[src/rtl/lv_frame_scheduler.sv]
// Frame pacer and note snapshot buffer in front of the linear visualizer driver.
// Optional feature: define LV_REPEAT_FRAME_EN to re-render the current bank on every idle tick.
module lv_frame_scheduler #(
  parameter int BIN_QTY        = 12,
  parameter int NOTE_W         = 8,
  parameter int FREQ           = 12_000_000,
  parameter int FRAME_HZ       = 60,
  parameter int TIMEOUT_CYCLES = 1_000_000
) (
  input  logic                             clk,
  input  logic                             rst,
  input  logic [BIN_QTY-1:0][NOTE_W-1:0]   notesIn,
  input  logic                             notesInValid,
  input  logic                             clrErr,
  input  logic                             lvDone,
  output logic [BIN_QTY-1:0][NOTE_W-1:0]   notesOut,
  output logic                             lvStart,
  output logic                             busy,
  output logic [7:0]                       overrunCount,
  output logic                             timeoutErr,
  output logic [1:0]                       dbg_state
);

  localparam int PERIOD = FREQ / FRAME_HZ;
  localparam int CW     = $clog2(PERIOD);
  localparam int TW     = (TIMEOUT_CYCLES > 1) ? $clog2(TIMEOUT_CYCLES) : 1;

  typedef enum logic [1:0] {
    S_IDLE  = 2'd0,
    S_START = 2'd1,
    S_WAIT  = 2'd2
  } state_e;

  state_e                            state_q, state_d;
  logic [CW-1:0]                     cnt_q, cnt_d;
  logic [TW-1:0]                     to_q, to_d;
  logic                              pending_q, pending_d;
  logic [BIN_QTY-1:0][NOTE_W-1:0]    shadow_q, shadow_d;
  logic [BIN_QTY-1:0][NOTE_W-1:0]    bank_q, bank_d;
  logic                              start_q, start_d;
  logic                              busy_q, busy_d;
  logic [7:0]                        ovr_q, ovr_d;
  logic                              terr_q, terr_d;
  logic                              tick, frame_req, load, timeout_hit;

  assign tick = (cnt_q == CW'(PERIOD - 1));

`ifdef LV_REPEAT_FRAME_EN
  assign frame_req = 1'b1;
`else
  // A same-cycle write counts as pending so the bypass path can service it.
  assign frame_req = pending_q | notesInValid;
`endif

  always_ff @(posedge clk or negedge rst) begin
    if (!rst) begin
      state_q   <= S_IDLE;
      cnt_q     <= '0;
      to_q      <= '0;
      pending_q <= 1'b0;
      shadow_q  <= '0;
      bank_q    <= '0;
      start_q   <= 1'b0;
      busy_q    <= 1'b0;
      ovr_q     <= '0;
      terr_q    <= 1'b0;
    end else begin
      state_q   <= state_d;
      cnt_q     <= cnt_d;
      to_q      <= to_d;
      pending_q <= pending_d;
      shadow_q  <= shadow_d;
      bank_q    <= bank_d;
      start_q   <= start_d;
      busy_q    <= busy_d;
      ovr_q     <= ovr_d;
      terr_q    <= terr_d;
    end
  end

  // lvStart is a one-cycle request; lvDone is only honoured while in WAIT,
  // and a missing lvDone is bounded by the timeout counter.
  always_comb begin
    state_d     = state_q;
    load        = 1'b0;
    timeout_hit = 1'b0;
    case (state_q)
      S_IDLE: begin
        if (tick && frame_req) begin
          load    = 1'b1;
          state_d = S_START;
        end
      end
      S_START: state_d = S_WAIT;
      S_WAIT: begin
        if (lvDone) begin
          state_d = S_IDLE;
        end else if (to_q == TW'(TIMEOUT_CYCLES - 1)) begin
          timeout_hit = 1'b1;
          state_d     = S_IDLE;
        end
      end
      default: state_d = S_IDLE;
    endcase
  end

  always_comb begin
    start_d   = (state_d == S_START);
    busy_d    = (state_d != S_IDLE);
    cnt_d     = tick ? '0 : cnt_q + CW'(1);
    shadow_d  = notesInValid ? notesIn : shadow_q;
    bank_d    = bank_q;
    pending_d = pending_q;
    if (load) begin
      bank_d    = notesInValid ? notesIn : shadow_q;
      pending_d = 1'b0;
    end else if (notesInValid) begin
      pending_d = 1'b1;
    end
    to_d = to_q;
    if (state_q == S_START) begin
      to_d = '0;
    end else if (state_q == S_WAIT) begin
      to_d = to_q + TW'(1);
    end
    ovr_d = ovr_q;
    if (clrErr) begin
      ovr_d = '0;
    end else if (tick && (state_q != S_IDLE) && (ovr_q != 8'hFF)) begin
      ovr_d = ovr_q + 8'd1;
    end
    terr_d = terr_q;
    if (clrErr) begin
      terr_d = 1'b0;
    end else if (timeout_hit) begin
      terr_d = 1'b1;
    end
  end

  assign notesOut     = bank_q;
  assign lvStart      = start_q;
  assign busy         = busy_q;
  assign overrunCount = ovr_q;
  assign timeoutErr   = terr_q;
  assign dbg_state    = state_q;

endmodule

[config.mk]
export PLATFORM = sky130hd
export DESIGN_NAME = lv_frame_scheduler
export DESIGN_NICKNAME = d
export VERILOG_FILES = /design/src/rtl/lv_frame_scheduler.sv
export SDC_FILE = /design/constraint.sdc
export NUM_CORES = 1
export LEC_CHECK = 0
export BUFFER_PORTS_ARGS = -buffer_cell sky130_fd_sc_hd__buf_2
export CORE_MARGIN = 2
export CORE_UTILIZATION = 50
export CTS_BUF_LIST = sky130_fd_sc_hd__clkbuf_16
export DETAILED_ROUTE_END_ITERATION = 16
export GPL_ROUTABILITY_DRIVEN = 1
export GPL_TIMING_DRIVEN = 0
export HOLD_SLACK_MARGIN = 0.1
export PLACE_DENSITY_LB_ADDON = 0.05
export SLEW_MARGIN = 20
export SYNTH_ARGS = -nofsm -noshare
export SYNTH_HDL_FRONTEND = slang
export SYNTH_SLANG_ARGS = --single-unit
export TNS_END_PERCENT = 20
[constraint.sdc]
create_clock -name clk -period 2.85 [get_ports clk]
set_clock_uncertainty 0.1 [all_clocks]
set_input_delay 0.4275 -clock clk [delete_from_list [all_inputs] [get_ports clk]]
set_output_delay 0.4275 -clock clk [all_outputs]
set_load 0.01 [all_outputs]
==> impl_results.md <==
* Run status: finished, final reports clean
* Io pins at 210
* Total Wirelength at 21,700 um
* Routed Antenna Nets at 0
* Initial DRC Count at 179
* Internal at 5.52 mW
* Initial antenna violation count at 0
* Vias in the first global route at 7,060
* Hold_sp: clrErr
* Max Cap Violations at 0
* Mean area per synthesized cell at 14.4 um^2
* Reg clk slew, reported paths at 0.06 ns
* Yosys warning total at 0
* Fmax at 376 MHz
* Initial Util at 0.513
* Sw frac at 0.220
* Seq pwr share at 0.514
* DR WL/cell at 16.9 um
* Synth Register Bits at 244
* Post-synth EDFFs at 0
* Period minus WS final at 2.66 ns
* Vias after detailed routing at 6,542
* Ant diodes at 0
* Clock Sinks at 244
* Post-synth ARST share at 1.00
* Cell taking the most area after synthesis: dfrtp_1
* Syn_nets at 783
* Static leakage power at 6.36 nW
* 1st-pass router iterations at 4
* Area Growth Syn to Fin at 32.5%
* Critical path's slowest cell: dfrtp_1
* Post-CTS Setup Inserts at 0
* Most instantiated cells after synthesis: dfrtp_1 (244), mux2_2 (192), nor2_1 (33), nand3_1 (21), nand2_1 (18)
* Kind of end point of the critical path: flip-flop
* CTS tree: built
* Layout Nets at 1,117
* Critical-path cell list: inv_1 -> ha_1 -> nor3b_1 -> and4_1 -> buf_2 -> buf_4 -> buf_4 -> a21oi_1 -> nor3b_1
* Vias/cell at 5.08
* Worst slew margin at 0.425
* Max Buffers Root-to-Sink at 3
* Share of cells above drive strength 1 at 0.438
* Worst-Skew Late Latency at 0.54 ns
* Top cell type's share of synthesized area at 0.630
* P per Cell Area at 551 nW/um^2
* Post-route DRC at 0
* Synth Flop Type: dfrtp_1
* Synthesized instance count at 675
* Top post-synthesis cells by area: dfrtp_1 (63%), mux2_2 (22%), xnor2_1 (1.4%)
* Grt ovf at 0
* Switching pwr at 1.55 mW
* GPL Wtd Cong at 0.773
* Post-DP Area at 11,100 um^2
* H-tree Lvls at 1
* Die Wd at 143 um
* Clock power frac at 0.420
* Count of cell types in the netlist at 42
* Die ar. at 20,500 um^2
* Post-route clock period utilization at 0.934
* Hold endpoint: overrunCount[0]
* Reg2reg end: lvStart
* Die Ht at 143 um
* Area of the core at 18,900 um^2
* Arr. time, crit path at 2.96 ns
* Pin count of the biggest net entering global routing at 89
* Finished layout cell area at 12,800 um^2
* Clock Tree Root: clkbuf_16
* Worst Hold Class: in -> reg
* Crit-path max cell delay at 0.44 ns
* Placement Setup Slack at -0.113 ns
* Startpoint type of the worst setup path: flip-flop
* RSZ-0062 raised after global routing: false
* WS Path Type: reg -> reg
* First-pass GRT wire length at 34,900 um
* Worst vdd ir at 421 uV
* Worst r2r path cells at 9
* Worst r2r src: dbg_state[1]
* Sequential share of the synthesized area at 0.630
* Final WS setup at 0.187 ns
* IO buf count at 207
* Setup violators final at 0
* Layout Cells excl Fill at 1,287
* Reg-to-reg setup timing slack at 0.19 ns
* Synthesized cell area at 9700 um^2
* Max Slew Vio Count at 0
* Crit Path Max Fanout at 10
* Gate power share at 0.067
* Slew @ Worst Pin at 0.851 ns
* Gr usage total at 0.213
* Placed insts at 1,144
* Site row count at 50
* CP required at 3.15 ns
* Final core utilization at 0.680
* DP HPWL at 14,800 um
* Final hold violation count at 0
* Hold Path Depth at 2
* Dominant cell by count in the synthesized netlist: dfrtp_1
* Setup_tns at 0 ns
* Num CTS Buffers at 26
cells in the final DEF (no fill, tap or decap), drive strengths merged, types with 2 or more instances in the layout:
master,n
and2,2
xnor2,16
or3,8
a31oi,2
clkbuf,41
nor2b,2
nor4b,2
buf,222
a21oi,12
and4,4
xor2,10
nand2b,5
ha,7
dlygate4sd3,97
nand3,22
nand4,8
o21ai,15
mux2,192
nor3,7
and3,7
clkinv,15
nor3b,2
dfrtp,244
nand3b,5
inv,13
nor2,33
nand2,18
nor4,7
sequential cells by signal, indices dropped and copies added, names as in the netlist:
register      cells
busy              1
cnt_q            18
dbg_state         2
lvStart           1
notesOut         96
overrunCount      8
pending_q         1
shadow_q         96
timeoutErr        1
to_q             20
how the worst max path moves through the flow:
stage                               to          from  cells past startpoint  slack [ns]
final                          lvStart  dbg_state[1]                      9        0.19
after global routing       notesOut[2]  dbg_state[1]                      8        0.06
after CTS                  notesOut[2]  dbg_state[1]                      8        0.16
after detailed placement  notesOut[75]  notesInValid                      5       -0.11
after global placement    notesOut[42]           rst                      1       -2.77
after floorplan           notesOut[56]  notesInValid                      5        0.70
cell families (layout without fill, tap and decap cells):
| group | Yosys count | after routing | synth area share |
|---|---|---|---|
| buffers and inverters | 36 | 388 | 0.0169 |
| XOR/XNOR | 26 | 26 | 0.0235 |
| AND/OR/NAND/NOR | 135 | 135 | 0.0777 |
| AO/OA/AOI/OAI | 34 | 34 | 0.0194 |
| adder cells (fa/ha/maj) | 7 | 7 | 0.00903 |
| multiplexers | 193 | 193 | 0.224 |
| flip-flops | 244 | 244 | 0.630 |
power by group through the flow:
stage / Combinational [mW] / Sequential (mW) / Clock, mW
4_1_cts: 0.477 / 3.64 / 3.04
6_report: 0.473 / 3.63 / 2.97
3_5_place_dp: 0.370 / 3.70 / 0
3_3_place_gp: 0.336 / 3.69 / 0
2_1_floorplan: 0.188 / 3.68 / 0
5_1_grt: 0.523 / 3.65 / 3.20
per-stage QoR:
step | hold slack (ns) | power (mW)
CTS | 0.151 | 7.15
detailed placement | 0.325 | 4.07
finish | 0.182 | 7.08
floorplan | 0.0319 | 3.87
global route | 0.199 | 7.37
global placement | 0.375 | 4.03
layout make-up:
cell class	count	area (um^2)
Fill cell	1406	6050
Tap cell	260	325
Clock inverter	20	100
Buffer	28	134
Multi-Input combinational cell	395	3430
Clock buffer	26	651
Inverter	8	30.0
Timing Repair Buffer	306	2070
Sequential cell	244	6110
routing by layer:
layer / up-vias / wire length (um) / global-route usage
met4: 0 / 559 / 0.0645
met2: 198 / 10700 / 0.368
met5: - / 0 / 0
met3: 46 / 1400 / 0.0553
met1: 3254 / 9090 / 0.264
li1: 3044 / - / -
critical path, delay by kind of cell, from the launching register on:
| kind | cells | cell delay [ns] |
|---|---|---|
| buf+inv | 4 | 0.88 |
| simple gates | 3 | 0.74 |
| flops | 1 | 0.44 |
| fa+ha+maj | 1 | 0.29 |
| compound gates | 1 | 0.10 |
timing repair:
action	CTS	global route
endpoints found under the setup margin	0	0
gates resized for setup	0	0
hold buffers	97	0
hold endpoints to repair	169	0
Power figures use the tool's default switching activity.
